==> config.mk <==
export PLATFORM = sky130hd
export DESIGN_NAME = sync_fifo_lvl
export DESIGN_NICKNAME = d
export VERILOG_FILES = /design/src/rtl/sync_fifo_lvl.sv
export SDC_FILE = /design/constraint.sdc
export NUM_CORES = 1
export LEC_CHECK = 0
export BUFFER_PORTS_ARGS = -buffer_cell sky130_fd_sc_hd__buf_2
export CAP_MARGIN = 20
export CORE_MARGIN = 5
export CORE_UTILIZATION = 30
export CTS_CLUSTER_DIAMETER = 40
export DETAILED_ROUTE_END_ITERATION = 7
export SLEW_MARGIN = 30
export SYNTH_ARGS = -nofsm -noshare
export SYNTH_HDL_FRONTEND = slang
export SYNTH_SLANG_ARGS = --single-unit
==> constraint.sdc <==
create_clock -name Clk -period 11.1 [get_ports Clk]
set_input_delay 0 -clock Clk [delete_from_list [all_inputs] [get_ports Clk]]
set_output_delay 0 -clock Clk [all_outputs]
set_load 0.005 [all_outputs]
==> src/rtl/sync_fifo_lvl.sv <==
// Synchronous FIFO with arbitrary depth, an occupancy count, almost-full/almost-empty flags and sticky error flags.
// Define SYNC_FIFO_LVL_FWFT_EN for first-word-fall-through reads; the default build gives registered reads with one cycle of latency.
module sync_fifo_lvl #(
    parameter int unsigned DataWidth = 64,
    parameter int unsigned Depth     = 16,
    parameter int unsigned AFullThr  = Depth - 2,
    parameter int unsigned AEmptyThr = 2,
    localparam int unsigned CntW     = $clog2(Depth + 1)
) (
    input  logic                 Clk,
    input  logic                 Rst,
    input  logic [DataWidth-1:0] WData,
    input  logic                 WInc,
    output logic                 WFull,
    input  logic                 RInc,
    output logic [DataWidth-1:0] RData,
    output logic                 REmpty,
    output logic                 AlmostFull,
    output logic                 AlmostEmpty,
    output logic [CntW-1:0]      Count,
    output logic                 Overflow,
    output logic                 Underflow
);

    localparam int unsigned PtrW = $clog2(Depth);

    // Pointers wrap explicitly at Depth-1 because Depth need not be a power of two.
    function automatic logic [PtrW-1:0] ptr_next(input logic [PtrW-1:0] ptr);
        logic [PtrW-1:0] nxt;
        if (ptr == PtrW'(Depth - 1)) begin
            nxt = '0;
        end else begin
            nxt = ptr + PtrW'(1);
        end
        return nxt;
    endfunction

    logic [DataWidth-1:0] mem_q [Depth];
    logic [PtrW-1:0]      wptr_q, wptr_d;
    logic [PtrW-1:0]      rptr_q, rptr_d;
    logic [CntW-1:0]      count_q, count_d;
    logic [DataWidth-1:0] rdata_q, rdata_d;
    logic                 ovf_q, ovf_d;
    logic                 unf_q, unf_d;
    logic                 full_s, empty_s, wr_acc_s, rd_acc_s, wr_mem_s;
`ifdef SYNC_FIFO_LVL_FWFT_EN
    logic                 ovalid_q, ovalid_d;
    logic                 mem_empty_s;
`endif

    // Next-state decode: accept/reject, count, pointers and output register.
    always_comb begin
        full_s   = (count_q == CntW'(Depth));
`ifdef SYNC_FIFO_LVL_FWFT_EN
        empty_s  = !ovalid_q;
`else
        empty_s  = (count_q == CntW'(0));
`endif
        wr_acc_s = WInc && !full_s;
        rd_acc_s = RInc && !empty_s;
        ovf_d    = ovf_q || (WInc && full_s);
        unf_d    = unf_q || (RInc && empty_s);
        wptr_d   = wptr_q;
        rptr_d   = rptr_q;
        rdata_d  = rdata_q;
        wr_mem_s = 1'b0;
        case ({wr_acc_s, rd_acc_s})
            2'b10:   count_d = count_q + CntW'(1);
            2'b01:   count_d = count_q - CntW'(1);
            default: count_d = count_q;
        endcase
`ifdef SYNC_FIFO_LVL_FWFT_EN
        // The output register counts as one stored word; the array holds the rest.
        mem_empty_s = ((count_q - CntW'(ovalid_q)) == CntW'(0));
        ovalid_d    = ovalid_q;
        if (!ovalid_q || rd_acc_s) begin
            if (!mem_empty_s) begin
                rdata_d  = mem_q[rptr_q];
                rptr_d   = ptr_next(rptr_q);
                ovalid_d = 1'b1;
                wr_mem_s = wr_acc_s;
            end else if (wr_acc_s) begin
                rdata_d  = WData;
                ovalid_d = 1'b1;
            end else begin
                ovalid_d = 1'b0;
            end
        end else begin
            wr_mem_s = wr_acc_s;
        end
`else
        wr_mem_s = wr_acc_s;
        if (rd_acc_s) begin
            rdata_d = mem_q[rptr_q];
            rptr_d  = ptr_next(rptr_q);
        end else begin
            rdata_d = rdata_q;
        end
`endif
        if (wr_mem_s) begin
            wptr_d = ptr_next(wptr_q);
        end else begin
            wptr_d = wptr_q;
        end
    end

    // Control state with synchronous reset; a reset cycle ignores WInc/RInc.
    always_ff @(posedge Clk) begin
        if (Rst) begin
            wptr_q   <= '0;
            rptr_q   <= '0;
            count_q  <= '0;
            rdata_q  <= '0;
            ovf_q    <= 1'b0;
            unf_q    <= 1'b0;
`ifdef SYNC_FIFO_LVL_FWFT_EN
            ovalid_q <= 1'b0;
`endif
        end else begin
            wptr_q   <= wptr_d;
            rptr_q   <= rptr_d;
            count_q  <= count_d;
            rdata_q  <= rdata_d;
            ovf_q    <= ovf_d;
            unf_q    <= unf_d;
`ifdef SYNC_FIFO_LVL_FWFT_EN
            ovalid_q <= ovalid_d;
`endif
        end
    end

    // Storage array, deliberately not reset.
    always_ff @(posedge Clk) begin
        if (wr_mem_s && !Rst) begin
            mem_q[wptr_q] <= WData;
        end
    end

    assign WFull       = full_s;
    assign REmpty      = empty_s;
    assign AlmostFull  = (32'(count_q) >= 32'(AFullThr));
    assign AlmostEmpty = (32'(count_q) <= 32'(AEmptyThr));
    assign Count       = count_q;
    assign RData       = rdata_q;
    assign Overflow    = ovf_q;
    assign Underflow   = unf_q;

endmodule

==> results of run 1 <==
[routing by layer]
metal  vias to the layer above  part of all wire [%]
met2                       620                    49
met1                     11270                    44
met3                       139                   5.7
met4                         6                   1.6
li1                       9652                     -
met5                         -                 0.033
[stage by stage]
stage          cell area (sq um)  total power [mW]
2_1_floorplan              41800              6.05
3_3_place_gp               44700              6.79
3_5_place_dp               44800              6.80
4_1_cts                    49700              11.0
5_1_grt                    49700              11.3
6_report                   49800              10.9
[synth_stat cells (10+ instances only)]
cell | n | area share, %
edfxtp_1 | 1024 | 74
mux2i_1 | 388 | 9.3
nor3_1 | 69 | 0.83
nor2_1 | 94 | 0.84
o22ai_1 | 128 | 1.9
a221oi_1 | 64 | 1.3
dfxtp_1 | 79 | 3.8
buf_4 | 12 | 0.22
o21ai_0 | 64 | 0.77
buf_1 | 10 | 0.090
a211oi_1 | 39 | 0.70
a211oi_2 | 27 | 0.81
mux4_2 | 64 | 3.4
buf_2 | 43 | 0.51
clkbuf_1 | 68 | 0.61
[how the worst max path moves through the flow]
| stage | slack, ns | cells past startpoint | startpoint | end |
|---|---|---|---|---|
| floorplan | 5.07 | 4 | Count[0] | mem_q[3][0] |
| global placement | 6.55 | 10 | Count[0] | Count[4] |
| detailed placement | 6.55 | 10 | Count[0] | Count[4] |
| CTS | 6.52 | 10 | Count[0] | Count[4] |
| global route | 6.33 | 10 | Count[0] | Count[4] |
| finish | 6.53 | 10 | Count[0] | Count[4] |
[logic make-up after synthesis]
| group | after synthesis |
|---|---|
| xor gates and xnor gates | 5 |
| DFF | 1103 |
| buffers and inverters | 148 |
| and+or+nand+nor | 187 |
| adders and majority gates | 10 |
| muxes | 453 |
| AOI/OAI and AO/OA | 342 |
[state kept, by name, summed over array words and instances, names as in the netlist]
register and cells:
Underflow 1, RData 64, Overflow 1, wptr_q 4
Count 5, rptr_q 4, mem_q 1024
[cell type report]
| type | count | area, sq um | share of cell area [%] |
|---|---|---|---|
| multi-input cells | 997 | 8930 | 18.0 |
| diodes | 3 | 7.51 | 0.0151 |
| repair buffers | 257 | 1820 | 3.67 |
| well taps | 1876 | 2350 | 4.72 |
| inverters | 7 | 28.8 | 0.0578 |
| flip-flops and latches | 1103 | 32300 | 65.0 |
| clock buffers | 150 | 3270 | 6.57 |
| clock inverters | 75 | 1000 | 2.01 |
[worst register-to-register path, stage by stage (launching register included)]
cell and delay [ns]:
dfxtp_1 0.39, or4_4 0.61, o21ai_4 0.13, buf_4 0.58, clkinv_2 0.80, ha_1 0.57
fa_1 0.43, a21o_1 0.19, a21oi_1 0.18, mux2i_1 0.24, mux2_2 0.35
[power by group]
| part | switching, mW | total (mW) | internal, mW | leakage [nW] |
|---|---|---|---|---|
| combinational | 1.13 | 1.82 | 0.687 | 3.29 |
| clock | 1.65 | 4.20 | 2.55 | 2.07 |
| sequential | 0.157 | 4.88 | 4.72 | 9.88 |
| total | 2.94 | 10.9 | 7.96 | 15.2 |
==> out/metrics.yaml, run 1 <==
worst_setup_path:
  worstSetupPathType: "reg -> reg"
  r2r-end: "Count[4]"
  end_kind: "register"
  cp_num_buf_inv: 2
  critPathTopFamily: "buffers and inverters"
  path_cells: "or4_4 > o21ai_4 > buf_4 > clkinv_2 > ha_1 > fa_1 > a21o_1 > a21oi_1 > mux2i_1 > mux2_2"
  crit_path_top_delay_cell: "clkinv_2"
  cp_data_required_time_ns: 11.69
  reg2reg_from: "Count[0]"
  reg2reg_slack_ns: 6.53
  max_stage_delay_ns: 0.78
  r2r_cells: 10
  arrival_ns: 5.16
  crit_path_start_kind: "register"
  crit_fanout: 40
logic_synthesis:
  synthAdderAreaFrac_pct: 0.317
  ys_types: 41
  ys.flop_type: "edfxtp_1"
  syn_inst: 2248
  muxShareOfSynthArea_pct: 12.8
  synth_area_per_cell_sq_um: 18.6
  synth_edf_count: 1024
  synth_xor_area_share_pct: 0.105
  synth_top_family_by_area: "multiplexers"
  synth-simple-area-share_pct: 1.99
  postSynth.asyncResetShare_pct: 0
  synth_compound_area_share_pct: 5.85
  ys_seq_elements: 1103
  ys_warn_count: 0
  syn_area_sq_mm: 0.0418
  synth_seq_area_share_pct: 77.3
  synth_nets: 2326
finish:
  area_growth_pct: 19.0
  mostFrequentLayoutCell: "edfxtp_1"
  num-fill-cells: 12886
  layout_common_cells: "1024 x edfxtp_1, 388 x mux2i_1, 141 x buf_2"
  layout.nets: 2564
  drive_above_1_share_pct: 19.7
  utilization_pct: 35.8
  layoutNonFillerInstCount: 4468
floorplanning:
  die_y_um: 383
  dieArea_sq_mm: 0.147
  die_w_um: 383
  ios: 143
  std_cell_rows: 137
  start_util_pct: 30.1
  core-area_sq_mm: 0.139
place:
  gp_congestion: 0.710
  placement.io_buffers: 142
  place_inst: 4170
  pre_cts_slack_ns: 6.55
  dp_hpwl_um: 55400
timing:
  relSlewSlack_pct: 30.4
  tightest_slew_ns: 1.04
  hold_viol_final: 0
  rsz0062_at_grt: "no"
  final-setup-viol-count: 0
  worst_slack_ns: 6.53
  fin_skew_ns: 0.0254
  tns_ns: 0
  maxSlewViolCount: 0
  fmax_ghz: 0.219
  post-route-period-util_pct: 41.2
  fin_crit_ns: 4.57
  whs_ns: 0.232
flow_run:
  cap_violations: 0
clock_network:
  clk_latency_ns: 0.71
  cts.sinks: 1103
  cts_resized: 0
  cts.reportedPaths.clkPinSlew_ns: 0.06
  cts_made_buffers: 120
  cts_post_setup_buffers_inserted: 0
  hold_buffers: 69
  htree_levels: 3
  cts-root-buf: "clkbuf_16"
  cts_max_path_buffers: 3
  cts_tree: "done"
pwr:
  peakVddDrop_mv: 0.124
  p_per_area_mw_per_mm2: 219
  leakage_nw: 15.2
detailed_routing:
  first_pass_iters: 5
  drt_iter0_drc: 1841
  vias: 21687
  wl_um: 103000
  vias_per_cell: 4.85
  wl_per_cell_um: 23.1
  drtAntennaViolNets: 0
  drcViolationCount: 0
grt:
  grt_pass1_wl_um: 151000
  met1_usage_pct: 18.8
  use_met3_pct: 2.65
  grt_max_degree: 129
  grt_overflow: 0
  antenna_found_initial: 8
  grt_use_met2_pct: 23.0
  grt_pass1_vias: 21768
  grt.busiest_layer: "met2"
  track_usage_pct: 13.8
min_path:
  holdPathEnd: "mem_q[6][50]"
  min_from: "WData[50]"
  hold_path.class: "in -> reg"
  holdPathStages: 2
run_status:
  run_status: "finished, final reports clean"
No activity file was read; power rests on OpenSTA's default activity.
==> inputs of run 2 (changes only) <==
Clock period 11.1 ns to 4.8 ns, I/O delays scaled along.
==> out/metrics.yaml, run 2 (same netlist as run 1, synthesis figures left out) <==
pwr:
  seqPwrFrac_pct: 46.5  # was 44.8%
  clockPowerShare_pct: 35.9  # was 38.6%
  switchingPower_mw: 6.70  # was 2.94 mW
  comb_power_share_pct: 17.6  # was 16.7%
  p_int_mw: 17.6  # was 7.96 mW
  swShare_pct: 27.6  # was 27.0%
  p_per_area_mw_per_mm2: 492  # was 219 mW/mm^2
  leakage_nw: 15.0  # was 15.2 nW
  peakVddDrop_mv: 0.361  # was 0.124 mV
  finalPower_mw: 24.3  # was 10.9 mW
worst_setup_path:
  crit_fanout: 42  # was 40
  r2r-end: "RData[2]"  # was Count[4]
  reg2reg_slack_ns: 1.75  # was 6.53 ns
  path_cells: "or3b_4 > buf_4 > o22ai_1 > nor3_1 > a211oi_1"  # was or4_4 > o21ai_4 > buf_4 > clkinv_2 > ha_1 > fa_1 > a21o_1 > a21oi_1 > mux2i_1 > mux2_2
  crit_path_top_delay_cell: "dfxtp_4"  # was clkinv_2
  path_depth: 5  # was 10
  cp_data_required_time_ns: 5.35  # was 11.69 ns
  arrival_ns: 3.60  # was 5.16 ns
  max_stage_delay_ns: 0.84  # was 0.78 ns
  crit_path_start_kind: "register"  # unchanged
  r2r_cells: 5  # was 10
  reg2reg_from: "rptr_q[2]"  # was Count[0]
  worstSetupPathType: "reg -> reg"  # unchanged
  end_kind: "register"  # unchanged
  crit_start: "rptr_q[2]"  # was Count[0]
  cp_num_buf_inv: 1  # was 2
  critPathTopFamily: "simple AND/OR/NAND/NOR gates"  # was buffers and inverters
grt:
  grt_pass1_vias: 22197  # was 21768
  grt_pass1_wl_um: 152000  # was 151000 um
  antenna_found_initial: 4  # was 8
  grt_max_degree: 88  # was 129
  grt_overflow: 0  # unchanged
  track_usage_pct: 13.8  # about the same
floorplanning:
  ios: 143  # unchanged
  start_util_pct: 30.1  # unchanged
  dieArea_sq_mm: 0.147  # unchanged
  core-area_sq_mm: 0.139  # unchanged
  std_cell_rows: 137  # unchanged
  die_w_um: 383  # unchanged
  die_y_um: 383  # unchanged
clock_network:
  cts_post_setup_buffers_inserted: 0  # unchanged
  cts_tree: "done"  # unchanged
  cts_resized: 0  # unchanged
  htree_levels: 3  # unchanged
  cts_max_path_buffers: 3  # unchanged
  cts.reportedPaths.clkPinSlew_ns: 0.06  # about the same
  cts.sinks: 1103  # unchanged
  cts-root-buf: "clkbuf_16"  # unchanged
  hold_buffers: 68  # was 69
  clk_latency_ns: 0.69  # was 0.71 ns
  cts_made_buffers: 115  # was 120
finish:
  layout_common_cells: "1024 x edfxtp_1, 388 x mux2i_1, 141 x buf_2"  # unchanged
  layout.nets: 2567  # was 2564
  top_register: "mem_q"  # unchanged
  multi_input_area_sq_mm: 0.00896  # was 0.00893 sq mm
  drive_above_1_share_pct: 19.0  # was 19.7%
  num-fill-cells: 12895  # was 12886
  area_growth_pct: 18.1  # was 19.0%
  largest_register_ffs: 1024  # unchanged
  regArea_sq_mm: 0.0323  # unchanged
  mostFrequentLayoutCell: "edfxtp_1"  # unchanged
min_path:
  holdPathEnd: "mem_q[1][52]"  # was mem_q[6][50]
  hold_path.class: "in -> reg"  # unchanged
  min_from: "WData[52]"  # was WData[50]
  holdPathStages: 2  # unchanged
timing:
  hold_viol_final: 0  # unchanged
  worst_slack_ns: 1.75  # was 6.53 ns
  tns_ns: 0  # unchanged
  tightest_slew_ns: 1.01  # was 1.04 ns
  post-route-period-util_pct: 63.6  # was 41.2%
  rsz0062_at_grt: "no"  # unchanged
  relSlewSlack_pct: 32.4  # was 30.4%
  fin_crit_ns: 3.05  # was 4.57 ns
  fmax_ghz: 0.328  # was 0.219 GHz
  fin_skew_ns: 0.0248  # was 0.0254 ns
  maxSlewViolCount: 0  # unchanged
  final-setup-viol-count: 0  # unchanged
detailed_routing:
  drtAntennaViolNets: 0  # unchanged
  drcViolationCount: 0  # unchanged
  first_pass_iters: 5  # unchanged
  vias_per_cell: 4.88  # was 4.85
  wl_per_cell_um: 23.2  # was 23.1 um
  vias: 21762  # was 21687
  drt_iter0_drc: 1980  # was 1841
  wl_um: 104000  # was 103000 um
flow_run:
  cap_violations: 0  # unchanged
place:
  dp_hpwl_um: 57200  # was 55400 um
  pre_cts_slack_ns: 1.80  # was 6.55 ns
  gp_congestion: 0.721  # was 0.710
  placement.io_buffers: 142  # unchanged
run_status:
  run_status: "finished, final reports clean"  # unchanged
run 2: cell count changes in the layout (fill, tap and decap cells not counted), sizes merged, moves of 2 or more:
cell      previous run  this run
clkinvlp            11         6
diode                3         1
bufinv              19         8
inv                 14        18
buf                188       197
clkinv              38        34
clkbuf             150       154
run 2: worst max-delay path by stage:
stage / endpoint / slack, ns
final: RData[2] / 1.75
after CTS: mem_q[4][47] / 1.77
after global routing: mem_q[10][26] / 1.63
after floorplan: mem_q[15][0] / 0.48
after global placement: mem_q[4][29] / 1.78
after detailed placement: mem_q[4][31] / 1.80
run 2: per-layer routing:
| metal | up-vias | share of wire, % | GRT usage [%] |
|---|---|---|---|
| li1 | 9646 | - | - |
| met1 | 11425 | 44 | 19.0 |
| met2 | 570 | 49 | 23.1 |
| met3 | 119 | 5.1 | 2.38 |
| met4 | 2 | 1.7 | 2.92 |
| met5 | - | 0.013 | 0 |
run 2: stage by stage:
step | std cells | util (%) | hold slack [ns] | instance area, sq um
2_1_floorplan | 2248 | - | 0.0989 | 41800
3_3_place_gp | 4179 | 32.3 | 0.347 | 44900
3_5_place_dp | 4180 | 32.4 | 0.362 | 45000
4_1_cts | 4461 | 35.5 | 0.180 | 49400
5_1_grt | 4461 | 35.5 | 0.234 | 49400
6_report | 4462 | 35.5 | 0.242 | 49400
run 2: cell type report:
type                            count  area share (%)
Sequential cell                  1103            65.5
Multi-Input combinational cell    997            18.1
Clock buffer                      154            6.34
Tap cell                         1876            4.75
Timing Repair Buffer              265            4.02
Clock inverter                     59            1.20
Inverter                            7          0.0557
Antenna cell                        1         0.00507
run 2: power by group through the flow:
stage | Sequential, mW | Clock (mW) | Combinational, mW
global route | 11.3 | 9.31 | 4.66
CTS | 11.3 | 8.91 | 4.43
finish | 11.3 | 8.73 | 4.29
floorplan | 11.3 | 0 | 2.65
detailed placement | 11.5 | 0 | 4.36
global placement | 11.5 | 0 | 4.28
